==> src/rtl/recirculacion_rx.sv <==
// Receive-side recirculation block: registered valid path, tester FIFO
// with ready/valid hand-off, and saturating forward/drop statistics.
module recirculacion_rx #(
    parameter int DATA_WIDTH = 8,
    parameter int FIFO_DEPTH = 4,
    parameter int CNT_WIDTH  = 16
) (
    input  logic                  clk,
    input  logic                  reset,
    input  logic [DATA_WIDTH-1:0] In0,
    input  logic [DATA_WIDTH-1:0] In1,
    input  logic [DATA_WIDTH-1:0] In2,
    input  logic [DATA_WIDTH-1:0] In3,
    input  logic                  validIn,
    input  logic                  capture_en,
    input  logic                  clear_stats,
    output logic [DATA_WIDTH-1:0] data_out0,
    output logic [DATA_WIDTH-1:0] data_out1,
    output logic [DATA_WIDTH-1:0] data_out2,
    output logic [DATA_WIDTH-1:0] data_out3,
    output logic                  valid_out,
    output logic [DATA_WIDTH-1:0] data_Probador0,
    output logic [DATA_WIDTH-1:0] data_Probador1,
    output logic [DATA_WIDTH-1:0] data_Probador2,
    output logic [DATA_WIDTH-1:0] data_Probador3,
    output logic                  probe_valid,
    input  logic                  probe_ready,
    output logic [CNT_WIDTH-1:0]  fwd_count,
    output logic [CNT_WIDTH-1:0]  drop_count,
    output logic                  overflow
);

    localparam int PW = (FIFO_DEPTH > 2) ? $clog2(FIFO_DEPTH) : 1;
    localparam int WW = 4 * DATA_WIDTH;
    localparam logic [PW:0] FULL_CNT = (PW + 1)'(FIFO_DEPTH);

    logic [WW-1:0]        in_word;
    logic [WW-1:0]        dout_q, dout_d;
    logic                 vout_q;
    logic [WW-1:0]        mem_q [FIFO_DEPTH];
    logic [PW-1:0]        wr_ptr_q, wr_ptr_d;
    logic [PW-1:0]        rd_ptr_q, rd_ptr_d;
    logic [PW:0]          count_q, count_d;
    logic [CNT_WIDTH-1:0] fwd_q, fwd_d;
    logic [CNT_WIDTH-1:0] drop_q, drop_d;
    logic                 ovf_q, ovf_d;
    logic                 empty, full;
    logic                 push_req, push, pop, drop;
    logic [WW-1:0]        head;

    assign in_word  = {In3, In2, In1, In0};
    assign empty    = (count_q == '0);
    assign full     = (count_q == FULL_CNT);
    assign pop      = !empty && probe_ready;
    assign push_req = !validIn && capture_en;
    assign push     = push_req && (!full || pop);
    assign drop     = push_req && full && !pop;

    // Valid path: zero the lanes whenever the incoming word is not valid.
    always_comb begin
        dout_d = validIn ? in_word : '0;
    end

    // Registered valid-path lanes and qualifier.
    always_ff @(posedge clk) begin
        if (reset) begin
            dout_q <= '0;
            vout_q <= 1'b0;
        end else begin
            dout_q <= dout_d;
            vout_q <= validIn;
        end
    end

    // FIFO pointer and occupancy next-state.
    always_comb begin
        wr_ptr_d = wr_ptr_q;
        rd_ptr_d = rd_ptr_q;
        count_d  = count_q;
        if (push) wr_ptr_d = wr_ptr_q + 1'b1;
        if (pop)  rd_ptr_d = rd_ptr_q + 1'b1;
        case ({push, pop})
            2'b10:   count_d = count_q + 1'b1;
            2'b01:   count_d = count_q - 1'b1;
            default: count_d = count_q;
        endcase
    end

    // FIFO control registers.
    always_ff @(posedge clk) begin
        if (reset) begin
            wr_ptr_q <= '0;
            rd_ptr_q <= '0;
            count_q  <= '0;
        end else begin
            wr_ptr_q <= wr_ptr_d;
            rd_ptr_q <= rd_ptr_d;
            count_q  <= count_d;
        end
    end

    // FIFO storage; contents are masked by the empty flag, so no reset.
    always_ff @(posedge clk) begin
        if (!reset && push) mem_q[wr_ptr_q] <= in_word;
    end

    // Statistics next-state; clear dominates any coincident event.
    always_comb begin
        fwd_d  = fwd_q;
        drop_d = drop_q;
        ovf_d  = ovf_q;
        if (validIn && fwd_q != '1) fwd_d = fwd_q + 1'b1;
        if (drop) begin
            ovf_d = 1'b1;
            if (drop_q != '1) drop_d = drop_q + 1'b1;
        end
        if (clear_stats) begin
            fwd_d  = '0;
            drop_d = '0;
            ovf_d  = 1'b0;
        end
    end

    // Statistics registers.
    always_ff @(posedge clk) begin
        if (reset) begin
            fwd_q  <= '0;
            drop_q <= '0;
            ovf_q  <= 1'b0;
        end else begin
            fwd_q  <= fwd_d;
            drop_q <= drop_d;
            ovf_q  <= ovf_d;
        end
    end

    assign head = empty ? '0 : mem_q[rd_ptr_q];

    assign data_out0      = dout_q[DATA_WIDTH-1:0];
    assign data_out1      = dout_q[2*DATA_WIDTH-1:DATA_WIDTH];
    assign data_out2      = dout_q[3*DATA_WIDTH-1:2*DATA_WIDTH];
    assign data_out3      = dout_q[4*DATA_WIDTH-1:3*DATA_WIDTH];
    assign valid_out      = vout_q;
    assign data_Probador0 = head[DATA_WIDTH-1:0];
    assign data_Probador1 = head[2*DATA_WIDTH-1:DATA_WIDTH];
    assign data_Probador2 = head[3*DATA_WIDTH-1:2*DATA_WIDTH];
    assign data_Probador3 = head[4*DATA_WIDTH-1:3*DATA_WIDTH];
    assign probe_valid    = !empty;
    assign fwd_count      = fwd_q;
    assign drop_count     = drop_q;
    assign overflow       = ovf_q;

endmodule
==> config.mk <==
export PLATFORM = sky130hd
export DESIGN_NAME = recirculacion_rx
export DESIGN_NICKNAME = d
export VERILOG_FILES = /design/src/rtl/recirculacion_rx.sv
export SDC_FILE = /design/constraint.sdc
export NUM_CORES = 1
export LEC_CHECK = 0
export CAP_MARGIN = 20
export CORE_MARGIN = 5
export CORE_UTILIZATION = 48
export CTS_CLUSTER_SIZE = 24
export DETAILED_ROUTE_END_ITERATION = 8
export PLACE_DENSITY = 0.76
export SYNTH_ARGS = -nofsm -noshare
export SYNTH_HDL_FRONTEND = slang
export SYNTH_SLANG_ARGS = --single-unit
export TNS_END_PERCENT = 20
==> constraint.sdc <==
create_clock -name clk -period 2.7 [get_ports clk]
set_clock_uncertainty 0.1 [all_clocks]
set_input_delay 0.405 -clock clk [delete_from_list [all_inputs] [get_ports clk]]
set_output_delay 0.405 -clock clk [all_outputs]
set_load 0.02 [all_outputs]
; Word level (Yosys, flattened, before mapping)
; Memories as Yosys holds them, arrays and structs flattened. A register that Yosys moved wholly into a read port is not among the register bits.
; Cells that the tools add are included.
; W data, S select, Z words.
[word_totals]
ff_bits = 73
latch_bits = 0
mem_bits_rw = 128
romBits = 0
in_bits = 38
output_inout_bits = 99
memories = 1
[memory_table]
columns = name, words, width, rd, rd_clocked_by_memory_dff, write_ports, line
row1 = mem_q, 4, 32, 1, 1, 1, 40  ; logic [WW-1:0] mem_q [FIFO_DEPTH];
[classes]
add_sub_neg = 6
n_mul = 0
div = 0
order_cmp = 0
n_eq_ne = 5
n_shift = 0
mux = 6
bitwise = 1
n_reduce_logical = 18
[op_table]
columns = operator, count
row1 = $add A16 B1 Y16 const B, 2
row2 = $mux W32, 1
row3 = $ne A16 B16 Y1 const B, 2
row4 = $logic_and A1 B1 Y1, 7
row5 = $pmux W3 S2, 1
row6 = $logic_not A1 Y1, 5
row7 = $add A2 B1 Y2 const B, 2
row8 = $mux W2, 2
row9 = $reduce_or A2 Y1, 2
row10 = $add A3 B1 Y3 const B, 1
row11 = $eq A3 B3 Y1 const B, 1
row12 = $logic_not A3 Y1, 1
row13 = $sub A3 B1 Y3 const B, 1
row14 = $eq A2 B1 Y1 const B, 1
row15 = $eq A2 B2 Y1 const B, 1
row16 = $mux W1, 2
row17 = $reduce_and A2 Y1, 1
row18 = $reduce_bool A2 Y1, 1
row19 = $logic_or A1 B1 Y1, 1
row20 = $not A1 Y1, 1

; Logic depth before layout (Yosys ltp)
; Gate-level depths: netlist of the first run.
[depth]
word_depth = 8
ltp_mapped = 9
ltp_nobuf = 7

; Worst setup path before layout of the first run
; OpenSTA, ideal clock, no wires.
[synth_timing]
path_kind = in2reg
start = input validIn
end = register count_q[2]
setup_ns = 0.132
arrival_ns = 2.354
path_slack_ns = 0.114
stages = 9
path_buffers = 2
cell_sequence = clkbuf_1 > nand2b_1 > clkbuf_1 > and3_1 > inv_1 > fa_1 > or3_1 > a31oi_1 > a21oi_1
[synth_via]
elab_chain_cells = 5
elab_cells_between_ends = 7
classes_between = 2 x eq/ne / 1 x mux / 4 x reduce/logical
[synth_rtl]
columns = item, line
row1 = "start, declared", 14  ; input logic validIn,
row2 = $logic_not A1 Y1 (*), 55  ; assign push_req = !validIn && capture_en;
row3 = $logic_and A1 B1 Y1 (*), 55
row4 = $logic_and A1 B1 Y1 (*), 56  ; assign push = push_req && (!full || pop);
row5 = $eq A2 B1 Y1 or $eq A2 B2 Y1 (tied branches), 82  ; case ({push, pop})
row6 = $pmux W3 S2 or $reduce_bool A2 Y1 (tied branches), --
row7 = "end signal, assigned", 98  ; count_q <= count_d;
row8 = "end, declared", 43  ; logic [PW:0] count_q, count_d;
; Mark *: on every way between the ends. The rest lies on a longest branch, timed or not.
; A chain may end at the register's enable or synchronous reset.

==> results of run 1 <==
==> through the flow <==
stage / area [µm²] / hold slack, ns / setup slack (ns) / std cells / total power (W)
final: 10400 / 0.399 / 0.0494 / 933 / 0.00786
after floorplan: 7930 / 0.385 / 0.114 / 541 / 0.00448
after CTS: 10400 / 0.411 / 0.00533 / 931 / 0.00788
after global routing: 10400 / 0.444 / -0.0114 / 933 / 0.00818
after detailed placement: 9730 / 0.397 / -0.156 / 892 / 0.00528
after global placement: 9730 / 0.356 / -0.123 / 892 / 0.00524
==> registers in the layout (all words and copies together), names as in the netlist, named ones only <==
name        count
count_q         3
dout_q         32
drop_count     16
fwd_count      16
mem_q         128
overflow        1
rd_ptr_q        2
valid_out       1
wr_ptr_q        2
==> power groups by stage <==
stage                     Combinational [W]  Clock (W)  Sequential, W
final                               0.00170    0.00271        0.00345
after global routing                0.00183    0.00289        0.00346
after CTS                           0.00167    0.00276        0.00344
after detailed placement            0.00178          0        0.00350
after global placement              0.00175          0        0.00349
after floorplan                    0.000970          0        0.00351
==> how the worst max path moves through the flow <==
stage	startpoint	end	slack, ns	cells after the start
after floorplan	validIn	count_q[2]$_SDFFE_PP0P_	0.11	9
after global placement	probe_ready	drop_count[15]$_SDFFE_PP0P_	-0.12	5
after detailed placement	probe_ready	drop_count[15]$_SDFFE_PP0P_	-0.16	5
after CTS	flip-flop	data_Probador0[1]	0.005	4
after global routing	flip-flop	data_Probador2[4]	-0.01	4
final	flip-flop	data_Probador2[4]	0.05	4
==> layout by cell type, fill, tap and decap left out, drive strengths merged, types with 10 or more instances in the layout <==
| cell type | count |
|---|---|
| edfxtp | 128 |
| o21ai | 10 |
| nand2 | 19 |
| buf | 22 |
| clkbuf | 34 |
| nor3 | 14 |
| nor2 | 15 |
| dfxtp | 75 |
| clkdlybuf4s50 | 104 |
| nand4 | 13 |
| mux4 | 32 |
| dlygate4sd2 | 32 |
| nand3 | 12 |
| a21oi | 23 |
| or3 | 18 |
| and2 | 69 |
==> repair_timing <==
action	4_1_cts	5_1_grt
resized for setup	33	1
setup endpoints to repair	32	22
cloned	1	2
==> metal layers <==
layer / track usage / share of wire
met3: 0.0417 / 0.075
met5: 0 / 0
met4: 0.0426 / 0.016
met2: 0.301 / 0.50
met1: 0.219 / 0.41
==> layout make-up <==
cell class,instances,area (µm²)
Fill cell,1166,5980
Sequential cell,203,5350
Multi-Input combinational cell,305,2470
Timing Repair Buffer,160,1660
Clock buffer,32,588
Tap cell,220,275
Clock inverter,6,62.6
Inverter,7,26.3
==> critical path: cells and delay by family (launching register included) <==
family / cells / cell delay (ns)
buffers and inverters: 2 / 0.52
DFF: 1 / 0.44
muxes: 1 / 0.51
and+or+nand+nor: 1 / 0.19
==> cell families after synthesis <==
family                   count (synthesis)  share of synthesized area
buffers and inverters                   33                     0.0159
adder cells (fa/ha/maj)                  7                     0.0120
multiplexers                            40                      0.101
XOR/XNOR                                 3                    0.00331
AND/OR/NAND/NOR                        191                      0.142
AO/OA/AOI/OAI                           64                     0.0522
flip-flops                             203                      0.674
==> impl_metrics.csv, run 1 <==
group,metric,value,unit
detailed_routing,via_per_inst,5.50,
critical_path,cp_slowest_cell,"mux4_2",
synthesis,yosys.area.top_type,"edfxtp_1",
run,maxCapViolCount,0,
cts,clock_path_buffers,3,
critical_path,worst_setup_path_start_kind,"flip-flop",
grt,grt_max_degree,39,
detailed_routing,wl_per_cell,18.8,µm
power_and_ir_drop,clkPwrFrac,0.344,
detailed_routing,drcViolationCount,0,
placement,dp_hpwl,11.2,mm
grt,global_route.overflow_total,0,
die,num_rows,47,
power_and_ir_drop,p_sw_frac,0.261,
critical_path,worstReg2RegStart,"count_q[0]$_SDFFE_PP0P_",
synthesis,synth_ff_type,"edfxtp_1",
synthesis,yosysWarnings,0,
sta,timing.setup.tns,0,ns
critical_path,crit-reg2reg-capture,"count_q[2]$_SDFFE_PP0P_",
power_and_ir_drop,sequentialPowerShare,0.439,
synthesis,synthTopCellsByCount,"edfxtp_1, dfxtp_1, and2_1",
cts,cts_setup_buffers,0,
hold_path,hp-start,"overflow$_SDFFE_PP0P_",
detailed_routing,firstDrtPassIters,5,
cts,clkLatencyLatePin,0.49,ns
finish,final_layout_size_suffix_gt1_frac,0.136,
power_and_ir_drop,switching_power,0.00205,W
critical_path,crit_chain,"clkbuf_16 > mux4_2 > and2_1 > dlygate4sd2_1",
die,core-area,0.0164,mm²
finish,nets,743,
synthesis,yosysUniqueCellTypes,45,
critical_path,cp.required,2.19,ns
detailed_routing,postRouteAntennaNets,0,
critical_path,worstPathMaxFanout,8,
grt,grt_pass1_wl,27.3,mm
synthesis,ys_seq_area_frac,0.674,
cts,cts_max_level,1,
hold_path,hold_depth,2,
finish,fin_util,0.635,
synthesis,syn_area_per_cell,14.7,µm²
die,ios,137,
cts,cts_made_buffers,21,
synthesis,async_flop_share,0,
hold_path,worst_hold_path_type,"flip-flop to flip-flop",
critical_path,reg2reg_depth,8,
synthesis,synth-edff-count,128,
die,dieArea,0.0192,mm²
die,die_w,139,µm
synthesis,synth_area,0.00793,mm²
die,die_height,139,µm
critical_path,reg2reg_slack,0.19,ns
power_and_ir_drop,irDropWorstVdd,0.616,mV
cts,clkSlewWorstSetupHoldPaths,0.06,ns
power_and_ir_drop,p_leak,3.55,nW
sta,max_clock_freq,0.377,GHz
synthesis,yosysTopAreaCellShare,0.485,
cts,cts_hold_buffers,0,
critical_path,path_class,"flip-flop to primary output",
sta,tightest_slew,0.869,ns
power_and_ir_drop,p_comb_frac,0.216,
power_and_ir_drop,p_per_area,754,mW/mm²
detailed_routing,first_iter_violations,319,
grt,grt_pass1_vias,5299,
die,initial_utilization,0.483,
power_and_ir_drop,intPower,0.00581,W
critical_path,critPathMaxStageDelay,0.51,ns
finish,n_antenna_cell,0,
placement,gp_congestion,0.845,
sta,finalSetupViolations,0,
synthesis,synthTopCellsByArea,"edfxtp_1, dfxtp_1, mux4_2",
placement,io_buffers,136,
outcome,outcome,"finished, final reports clean",
detailed_routing,vias,5132,
grt,gr-usage-all-layers,0.173,
detailed_routing,wirelength,17.5,mm
cts,clock_sinks,203,
grt,antenna_found_initial,0,
sta,period_needed,2.65,ns
cts,cts_tree,"done",
hold_path,holdPathEnd,"overflow$_SDFFE_PP0P_",
synthesis,yosys_register_bits,203,
critical_path,arrival,2.15,ns
sta,hold_viol,0,
synthesis,synth_cells,541,
synthesis,synth.most_common_cell,"edfxtp_1",
sta,min_period_over_period,0.982,
critical_path,end_kind,"primary output",
finish,area_delta_synth_final,31.5,%
synthesis,synth_nets,586,
sta,maxSlewHeadroom,0.416,
sta,drv_slew,0,
cts,cts_root_buffer,"clkbuf_16",
Note: power is estimated with default switching activity, not from simulation.
==> run 2, diff against run 1 <==
- CORE_UTILIZATION: 48 -> 40
- HOLD_SLACK_MARGIN: unset -> 0.1
- PLACE_DENSITY: 0.76 -> 0.66
==> impl_metrics.csv, run 2 (synthesis results as in run 1) <==
group,metric,value,unit
outcome,outcome,"finished, final reports clean",
critical_path,arrival,2.09,ns
detailed_routing,wirelength,18.1,mm
die,num_rows,51,
cts,cts_tree,"done",
sta,hold_viol,0,
finish,n_antenna_cell,0,
finish,final-seq-area,0.00535,mm²
cts,cts_setup_buffers,0,
cts,clkSlewWorstSetupHoldPaths,0.06,ns
die,initial_utilization,0.407,
cts,clkLatencyLatePin,0.49,ns
critical_path,path_class,"flip-flop to primary output",
grt,global_route.overflow_total,0,
finish,area_delta_synth_final,33.4,%
cts,clock_sinks,203,
finish,nets,749,
placement,gp_congestion,0.851,
finish,final_cell_mix,"edfxtp_1, clkdlybuf4s50_1, dfxtp_1",
finish,largest_reg_flops,128,
cts,cts_hold_buffers,0,
die,core-area,0.0195,mm²
die,die_w,151,µm
grt,antenna_found_initial,0,
placement,dp_hpwl,11.6,mm
detailed_routing,wl_met1,7.61,mm
sta,maxSlewHeadroom,0.391,
power_and_ir_drop,irDropWorstVdd,0.397,mV
detailed_routing,via_per_inst,5.26,
sta,max_clock_freq,0.385,GHz
detailed_routing,vias,5184,
placement,io_buffers,136,
detailed_routing,routed.top_layer,"met4",
grt,grt_pass1_wl,29.3,mm
cts,cts_made_buffers,22,
cts,clock_path_buffers,3,
sta,hold_ws,0.389,ns
detailed_routing,wl_met2,8.88,mm
detailed_routing,postRouteAntennaNets,0,
finish,multi_input_area,0.00247,mm²
critical_path,worstReg2RegStart,"count_q[0]$_SDFFE_PP0P_",
critical_path,end_kind,"primary output",
hold_path,hp-start,"overflow$_SDFFE_PP0P_",
finish,final_layout_size_suffix_gt1_frac,0.139,
sta,drv_slew,0,
cts,cts_max_level,1,
grt,gr-usage-all-layers,0.162,
power_and_ir_drop,p_total,0.00814,W
detailed_routing,first_iter_violations,274,
sta,period_needed,2.60,ns
detailed_routing,drcViolationCount,0,
grt,grt_max_degree,33,
critical_path,cp.required,2.19,ns
sta,rsz0062_at_grt,"false",
critical_path,worstPathMaxFanout,20,
die,ios,137,
hold_path,worst_hold_path_type,"flip-flop to flip-flop",
grt,grt_pass1_vias,5516,
run,maxCapViolCount,0,
detailed_routing,wl_per_cell,18.4,µm
die,die_height,151,µm
finish,largest_registers,"mem_q (128), dout_q (32)",
power_and_ir_drop,p_leak,3.62,nW
critical_path,worst_setup_path_start_kind,"flip-flop",
finish,regMostFlops,"mem_q",
finish,layout_commonest_cell,"edfxtp_1",
power_and_ir_drop,p_per_area,770,mW/mm²
cts,cts_root_buffer,"clkbuf_16",
finish,fin_util,0.543,
die,dieArea,0.0227,mm²
detailed_routing,firstDrtPassIters,4,
finish,nFillCells,1602,
sta,tightest_slew,0.907,ns
sta,timing.setup.tns,0,ns
sta,min_period_over_period,0.962,
sta,finalSetupViolations,0,
detailed_routing,routed-wl-met3,1.29,mm
==> run 2: per-layer routing <==
layer	vias to the layer above	track usage
met2	199	0.273
met5	-	0
li1	2416	-
met4	0	0.0426
met1	2540	0.215
met3	29	0.0314
==> run 2: worst paths after layout <==
check,endpoint,slack (ns),cells past startpoint
setup / recovery,data_Probador1[4],0.10,4
hold / removal,overflow$_SDFFE_PP0P_,0.39,2
setup reg to reg,drop_count[15]$_SDFFE_PP0P_,0.16,4
hold reg to reg,overflow$_SDFFE_PP0P_,0.39,2
==> run 2: layout make-up <==
class / count / share of cell area
sequential: 203 / 0.506
timing repair buffer: 165 / 0.157
clock inverter: 9 / 0.0132
clock buffer: 31 / 0.0573
tap: 265 / 0.0313
inverter: 7 / 0.00248
multi-input combinational: 305 / 0.233
==> run 2: critical path, stage by stage (launching register included) <==
cell and delay, ns:
dfxtp_2 0.37, buf_12 0.22, mux4_2 0.53, and2_1 0.17, dlygate4sd2_1 0.32
==> run 2: power breakdown <==
group | internal, W | switching (W) | total (W)
combinational | 0.000782 | 0.000874 | 0.00166
sequential | 0.00338 | 0.0000538 | 0.00343
clock | 0.00194 | 0.00111 | 0.00305
==> run 2: through the flow <==
stage | cell area, µm² | cells | setup slack (ns)
floorplan | 7930 | 541 | 0.114
global placement | 9850 | 945 | -0.142
detailed placement | 9850 | 945 | -0.242
global route | 10600 | 985 | 0.0138
CTS | 10600 | 985 | -0.150
finish | 10600 | 985 | 0.102
==> run 2: repair_timing <==
action / CTS / global route
resized for setup: 32 / 5
endpoints found under the setup margin: 32 / 5
endpoints found under the hold margin: 0 / 0
